`config.mk`:
```
export PLATFORM = sky130hd
export DESIGN_NAME = spi_xfer_sched
export DESIGN_NICKNAME = d
export VERILOG_FILES = /design/src/rtl/spi_sched_pkg.sv /design/src/rtl/spi_rr_arb2.sv /design/src/rtl/spi_xfer_sched.sv
export SDC_FILE = /design/constraint.sdc
export NUM_CORES = 1
export LEC_CHECK = 0
export CAP_MARGIN = 20
export CORE_MARGIN = 10
export CORE_UTILIZATION = 45
export CTS_CLUSTER_SIZE = 20
export DETAILED_ROUTE_END_ITERATION = 16
export GPL_ROUTABILITY_DRIVEN = 0
export GPL_TIMING_DRIVEN = 0
export PLACE_DENSITY_LB_ADDON = 0.12
export SLEW_MARGIN = 10
export SYNTH_ARGS = -nofsm -noshare
export SYNTH_HDL_FRONTEND = slang
export SYNTH_HIERARCHICAL = 1
export SYNTH_SLANG_ARGS = --single-unit
```
`constraint.sdc`:
```
create_clock -name wb_clk_i -period 1.8 [get_ports wb_clk_i]
set_input_delay 0.36 -clock wb_clk_i [delete_from_list [all_inputs] [get_ports wb_clk_i]]
set_output_delay 0.36 -clock wb_clk_i [all_outputs]
set_load 0.01 [all_outputs]
```
`src/rtl/spi_sched_pkg.sv`:
```
// Shared register map, SPI core bit positions and FSM encoding for the
// SPI byte-transfer scheduler.
package spi_sched_pkg;

    localparam logic [7:0] ADR_SPCR = 8'd0;
    localparam logic [7:0] ADR_SPSR = 8'd1;
    localparam logic [7:0] ADR_SPDR = 8'd2;
    localparam logic [7:0] ADR_SPER = 8'd3;

    localparam int SPSR_RFEMPTY = 0;
    localparam int SPSR_SPIF    = 7;
    localparam int SPCR_SPIE    = 7;
    localparam int SPCR_SPE     = 6;
    localparam int SPCR_MSTR    = 4;

    // Writing a one to SPIF clears it.
    localparam logic [7:0] SPSR_CLR = 8'h80;

    typedef enum logic [3:0] {
        ST_IDLE,
        ST_CFG_SPER,
        ST_CFG_SPCR,
        ST_GRANT,
        ST_WR_SPDR,
        ST_POLL,
        ST_RD_SPDR,
        ST_CLR_SPIF,
        ST_RESP
    } state_t;

    function automatic logic [7:0] spcr_value(input logic [1:0] mode, input logic [1:0] spr);
        logic [7:0] v;
        v            = 8'h00;
        v[SPCR_SPIE] = 1'b0;
        v[SPCR_SPE]  = 1'b1;
        v[SPCR_MSTR] = 1'b1;
        v[3:2]       = mode;
        v[1:0]       = spr;
        return v;
    endfunction

endpackage

```
`src/rtl/spi_rr_arb2.sv`:
```
// Two-way round-robin arbiter; on a tie the requester not granted last wins.
module spi_rr_arb2 (
    input  logic       clk,
    input  logic       rst,
    input  logic [1:0] req,
    input  logic       take,
    output logic [1:0] gnt
);

    logic last;

    always_comb begin
        gnt = req;
        if (req == 2'b11) begin
            gnt = last ? 2'b01 : 2'b10;
        end
    end

    always_ff @(posedge clk) begin
        if (rst) begin
            last <= 1'b1;
        end else if (take && (gnt != 2'b00)) begin
            last <= gnt[1];
        end
    end

endmodule

```
`src/rtl/spi_xfer_sched.sv`:
```
// Schedules single-byte SPI transfers for two requesters through a Wishbone
// master port into an SPI core, including core configuration and RX polling.
//
//   state       | meaning
//   ------------+---------------------------------------------------------
//   IDLE        | waiting; pending config beats requests
//   CFG_SPER    | write extended divider bits to SPER
//   CFG_SPCR    | write mode/divider/enable to SPCR
//   GRANT       | req_ready strobe to winner, capture its TX byte
//   WR_SPDR     | write TX byte to SPDR
//   POLL        | read SPSR until RFEMPTY=0 or poll budget exhausted
//   RD_SPDR     | read RX byte from SPDR
//   CLR_SPIF    | write SPSR=0x80 to clear SPIF
//   RESP        | rsp_valid strobe to the granted requester
module spi_xfer_sched
    import spi_sched_pkg::*;
#(
    parameter int POLL_MAX = 1023,
    parameter int NREQ     = 2
) (
    input  logic              wb_clk_i,
    input  logic              wb_rst_i,
    input  logic              cfg_load,
    input  logic [1:0]        cfg_mode,
    input  logic [3:0]        cfg_div,
    input  logic [NREQ-1:0]   req_valid,
    input  logic [8*NREQ-1:0] req_data,
    output logic [NREQ-1:0]   req_ready,
    output logic [NREQ-1:0]   rsp_valid,
    output logic [7:0]        rsp_data,
    output logic              rsp_err,
    output logic              m_cyc_o,
    output logic              m_stb_o,
    output logic              m_we_o,
    output logic [7:0]        m_adr_o,
    output logic [7:0]        m_dat_o,
    input  logic [7:0]        m_dat_i,
    input  logic              m_ack_i,
    output logic              busy_o
);

    localparam int PW = $clog2(POLL_MAX + 1);

    state_t        state;
    logic          cfg_pend;
    logic          configured;
    logic [1:0]    mode_q;
    logic [3:0]    div_q;
    logic          sel;
    logic [7:0]    tx_q;
    logic [7:0]    rx_q;
    logic [PW-1:0] poll_left;
    logic [1:0]    gnt;
    logic          take;
    logic          acc_we;
    logic [7:0]    acc_adr;
    logic [7:0]    acc_dat;

    assign take   = (state == ST_IDLE) && !cfg_pend && configured && (req_valid != '0);
    assign busy_o = (state != ST_IDLE);

    spi_rr_arb2 u_arb (
        .clk  (wb_clk_i),
        .rst  (wb_rst_i),
        .req  (req_valid),
        .take (take),
        .gnt  (gnt)
    );

    // Bus access parameters for whichever access state is current.
    always_comb begin
        acc_we  = 1'b1;
        acc_adr = ADR_SPDR;
        acc_dat = tx_q;
        case (state)
            ST_CFG_SPER: begin acc_adr = ADR_SPER; acc_dat = {6'b0, div_q[3:2]}; end
            ST_CFG_SPCR: begin acc_adr = ADR_SPCR; acc_dat = spcr_value(mode_q, div_q[1:0]); end
            ST_POLL:     begin acc_we = 1'b0; acc_adr = ADR_SPSR; acc_dat = 8'h00; end
            ST_RD_SPDR:  begin acc_we = 1'b0; acc_adr = ADR_SPDR; acc_dat = 8'h00; end
            ST_CLR_SPIF: begin acc_adr = ADR_SPSR; acc_dat = SPSR_CLR; end
            default: ;
        endcase
    end

    always_ff @(posedge wb_clk_i) begin
        if (wb_rst_i) begin
            state      <= ST_IDLE;
            cfg_pend   <= 1'b0;
            configured <= 1'b0;
            mode_q     <= 2'b00;
            div_q      <= 4'h0;
            sel        <= 1'b0;
            tx_q       <= 8'h00;
            rx_q       <= 8'h00;
            poll_left  <= '0;
            req_ready  <= '0;
            rsp_valid  <= '0;
            rsp_data   <= 8'h00;
            rsp_err    <= 1'b0;
            m_cyc_o    <= 1'b0;
            m_stb_o    <= 1'b0;
            m_we_o     <= 1'b0;
            m_adr_o    <= 8'h00;
            m_dat_o    <= 8'h00;
        end else begin
            req_ready <= '0;
            rsp_valid <= '0;
            case (state)
                ST_IDLE: begin
                    if (cfg_pend) begin
                        state <= ST_CFG_SPER;
                    end else if (take) begin
                        state     <= ST_GRANT;
                        req_ready <= gnt;
                        sel       <= gnt[1];
                    end
                end
                ST_GRANT: begin
                    tx_q      <= req_data[{sel, 3'b000} +: 8];
                    poll_left <= PW'(POLL_MAX);
                    state     <= ST_WR_SPDR;
                end
                ST_RESP: state <= ST_IDLE;
                default: begin
                    // Every access state: launch, hold until ack, then drop for a cycle.
                    if (!m_cyc_o) begin
                        m_cyc_o <= 1'b1;
                        m_stb_o <= 1'b1;
                        m_we_o  <= acc_we;
                        m_adr_o <= acc_adr;
                        m_dat_o <= acc_dat;
                    end else if (m_ack_i) begin
                        m_cyc_o <= 1'b0;
                        m_stb_o <= 1'b0;
                        m_we_o  <= 1'b0;
                        case (state)
                            ST_CFG_SPER: state <= ST_CFG_SPCR;
                            ST_CFG_SPCR: begin
                                cfg_pend   <= 1'b0;
                                configured <= 1'b1;
                                state      <= ST_IDLE;
                            end
                            ST_WR_SPDR: state <= ST_POLL;
                            ST_POLL: begin
                                if (!m_dat_i[SPSR_RFEMPTY]) begin
                                    state <= ST_RD_SPDR;
                                end else if (poll_left == PW'(1)) begin
                                    rsp_valid <= NREQ'(1) << sel;
                                    rsp_err   <= 1'b1;
                                    rsp_data  <= 8'h00;
                                    state     <= ST_RESP;
                                end else begin
                                    poll_left <= poll_left - PW'(1);
                                end
                            end
                            ST_RD_SPDR: begin
                                rx_q  <= m_dat_i;
                                state <= ST_CLR_SPIF;
                            end
                            ST_CLR_SPIF: begin
                                rsp_valid <= NREQ'(1) << sel;
                                rsp_err   <= 1'b0;
                                rsp_data  <= rx_q;
                                state     <= ST_RESP;
                            end
                            default: state <= ST_IDLE;
                        endcase
                    end
                end
            endcase
            // Config requests are remembered whatever the FSM is doing.
            if (cfg_load) begin
                cfg_pend <= 1'b1;
                mode_q   <= cfg_mode;
                div_q    <= cfg_div;
            end
        end
    end

endmodule

```
==> key figures <==
Run status
  • Status: complete, but fails checks
  • Violated checks: setup timing

Floorplanning
  • I/O pin cnt: 69
  • Initial Util: 46.0%
  • Num rows: 30
  • Die area: 10600 um^2
  • Die W: 103 um
  • Chip height: 103 um
  • Core ar.: 6720 um^2

Yosys
  • Yosys reg bits: 66
  • Ys flop type: dfxtp_1
  • Sequential share of the synthesized area: 42.7%
  • Ys async rst share: 0%
  • Post-synth EDFFs: 0
  • Cell Area, Synth: 3090 um^2
  • Synth unique cells: 58
  • Post-Syn Area per Cell: 9.04 um^2
  • Post-synthesis cell count: 342
  • Synth warn: 6

Timing
  • # setup viols final: 2
  • Max-slew headroom: 56.9%
  • Final Skew: 10.9 ps
  • Final Cycle Share: 103%
  • Setup_tns: -50.6 ps
  • Unrepaired setup endpoints after global routing: true
  • Slew Viols, Final: 0
  • Max Clk Rate: 0.542 GHz
  • Final WS setup: -45.4 ps
  • Worst Tran Pin Value: 647 ps
  • Final Hold Vio Count: 0
  • Period minus WS final: 1850 ps

Global routing
  • Largest net degree at the start of global routing: 11
  • Vias in the first global route: 2811
  • Gr usage total: 16.4%
  • First-pass GRT wire length: 13900 um
  • GR Overflow Total: 0
  • Initial antenna violation count: 0

Final layout
  • Ant. Diodes: 0
  • # nets final: 459
  • Area growth syn-to-layout: 35.0%
  • Final non-filler cell total: 506
  • Ratio of cells with drive above 1 in the final layout: 18.3%

Power
  • P_leak: 1.48 nW
  • Total power: 5.31 mW
  • VDD IR max: 728 uV
  • Pwr dens: 1270 nW/um^2

Worst setup path
  • R2R cell count: 4
  • CP Cell Sequence: or4_4 > or3b_4 > o211ai_2 > a221oi_1
  • Reg-to-Reg End: state[1]$_SDFFE_PP0P_
  • Critical Path AT: 2030 ps
  • Setup CP Type: register to register
  • Critical Path RT: 1980 ps
  • R2R Setup Slk: -50 ps
  • CP Launch Type: register
  • Reg-to-Reg Start: state[0]$_SDFFE_PP0P_
  • Critical path capture point type: register
  • Crit path max-delay cell type: or4_4
  • CP max FO: 8
  • Max incr delay on CP: 560 ps

Clock network
  • Clock sinks: 66
  • Root buffer cell: clkbuf_8
  • Clk_lat worst skew: 340 ps
  • Number of CTS-inserted buffers: 9
  • CTS Buffer Depth: 2
  • CTS tree: done
  • H-tree levels: 3
  • Reg clk slew, reported paths: 70 ps

Hold path
  • Hold EP: configured$_SDFFE_PP0P_
  • Hold_sp: configured$_SDFFE_PP0P_
  • Worst hold stages: 2
  • HP Class: register to register

Routing
  • Number of remaining DRC errors: 0
  • Vias: 2888
  • Routed vias/inst: 5.71
  • First-pass iteration count of the detailed router: 4
  • Starting DRT DRC Count: 156
  • Post-route ant nets: 0
  • Drt wl/cell: 16.8 um
  • Total Wirelength: 8500 um

Placed design
  • Port buffer count: 61
  • DP Wirelength: 6180 um
  • Placed Instances: 488

Job
  • Max-capacitance violation count: 0
## state kept, by name (all words and copies together), names as in the netlist
signal,cells
rx_q,8
req_ready,2
m_we_o,1
poll_left,10
cfg_pend,1
rsp_valid,2
state,4
m_dat_o,8
rsp_err,1
tx_q,8
m_stb_o,1
u_arb/last,1
mode_q,2
sel,1
div_q,4
rsp_data,8
m_adr_o,2
m_cyc_o,1
configured,1
## cell usage in the layout (no fill, tap or decap), types with 7 or more instances in the layout
master	count
a22oi_1	12
buf_4	11
a211oi_1	23
nor2_1	46
clkbuf_8	12
clkbuf_1	7
clkdlybuf4s50_1	59
mux2i_1	24
nand3_1	12
buf_2	7
a21oi_1	20
dfxtp_1	60
inv_1	7
## synth_stat cells (3+ instances only)
library cell | n | share of area [%]
a211oi_1 | 23 | 5.6
a21oi_1 | 20 | 3.2
a22oi_1 | 12 | 2.9
a311oi_1 | 3 | 0.85
a31o_2 | 3 | 0.85
a31oi_1 | 3 | 0.61
and2_1 | 4 | 0.81
and3_1 | 5 | 1.0
and3b_1 | 3 | 0.85
buf_1 | 5 | 0.61
buf_2 | 9 | 1.5
buf_4 | 7 | 1.7
clkbuf_1 | 9 | 1.1
dfxtp_1 | 66 | 43
inv_1 | 8 | 0.97
mux2i_1 | 24 | 7.8
nand2_1 | 5 | 0.61
nand3_1 | 13 | 2.1
nand4_1 | 5 | 1.0
nor2_1 | 46 | 5.6
nor2b_1 | 5 | 1.0
nor3_1 | 6 | 0.97
nor4_1 | 3 | 0.61
o21a_1 | 3 | 0.73
o21ai_0 | 6 | 0.97
o31ai_1 | 3 | 0.73
## power by group
group / switching, mW / internal, mW / leakage (nW)
Clock: 0.544 / 0.610 / 0.0965
Sequential: 0.193 / 1.70 / 0.539
Combinational: 1.23 / 1.04 / 0.849
## cell families (layout without fill, tap and decap cells)
group	count (synthesis)	after routing	share of synthesized area, %
adder cells (fa/ha/maj)	2	2	0.809
AND/OR/NAND/NOR	115	115	20.1
buffers and inverters	38	117	5.83
flip-flops	66	66	42.7
multiplexers	25	25	8.13
AO/OA/AOI/OAI	94	94	22.0
other	1	6	0.121
XOR/XNOR	1	1	0.283
## worst max path at each step
stage,from,cells after the start,end
after global placement,m_ack_i,5,poll_left[3]$_SDFFE_PP0P_
after CTS,state[1]$_SDFFE_PP0P_,5,state[2]$_SDFFE_PP0P_
after floorplan,poll_left[1]$_SDFFE_PP0P_,7,state[2]$_SDFFE_PP0P_
after detailed placement,m_ack_i,5,poll_left[3]$_SDFFE_PP0P_
after global routing,state[2]$_SDFFE_PP0P_,5,state[1]$_SDFFE_PP0P_
final,state[0]$_SDFFE_PP0P_,4,state[1]$_SDFFE_PP0P_
## final cells by class
cell class | count | area [um^2]
fillers | 574 | 2550
multi-input cells | 243 | 1720
flip-flops and latches | 66 | 1330
repair buffers | 66 | 648
clock buffers | 14 | 173
plain buffers | 27 | 158
well taps | 80 | 100
inverters | 8 | 30.0
clock inverters | 2 | 10.0
## what timing repair did
item / in CTS / in global routing
hold buffers: 0 / 0
setup endpoints to repair: 52 / 50
buffers inserted: 2 / 3
pin swaps: 2 / 2
resized for setup: 25 / 28
## stage by stage
stage               util (%)  hold WS [ps]  cell area, um^2  worst slack [ps]
floorplan                  -           422             3110              19.9
detailed placement      56.9           440             3820              -611
finish                  62.1           458             4170             -45.4
global route            62.1           476             4170             -78.4
CTS                     60.7           464             4080             -9.60
global placement        56.9           435             3820              -578
## per-layer routing
metal  up-vias  global-route usage, %  routed length (um)
li1       1420                      -                   -
met3        12                   5.09                 539
met2        82                   26.1                3990
met4         0                   5.03                 105
met1      1374                   20.8                3860
met5         -                      0                   0
## worst max-delay path, delay by kind of cell (launching register included)
family           cells  cell delay (ps)
AO/OA/AOI/OAI        2              340
flip-flops           1              370
AND/OR/NAND/NOR      2              980
Note: power is estimated with default switching activity, not from simulation.
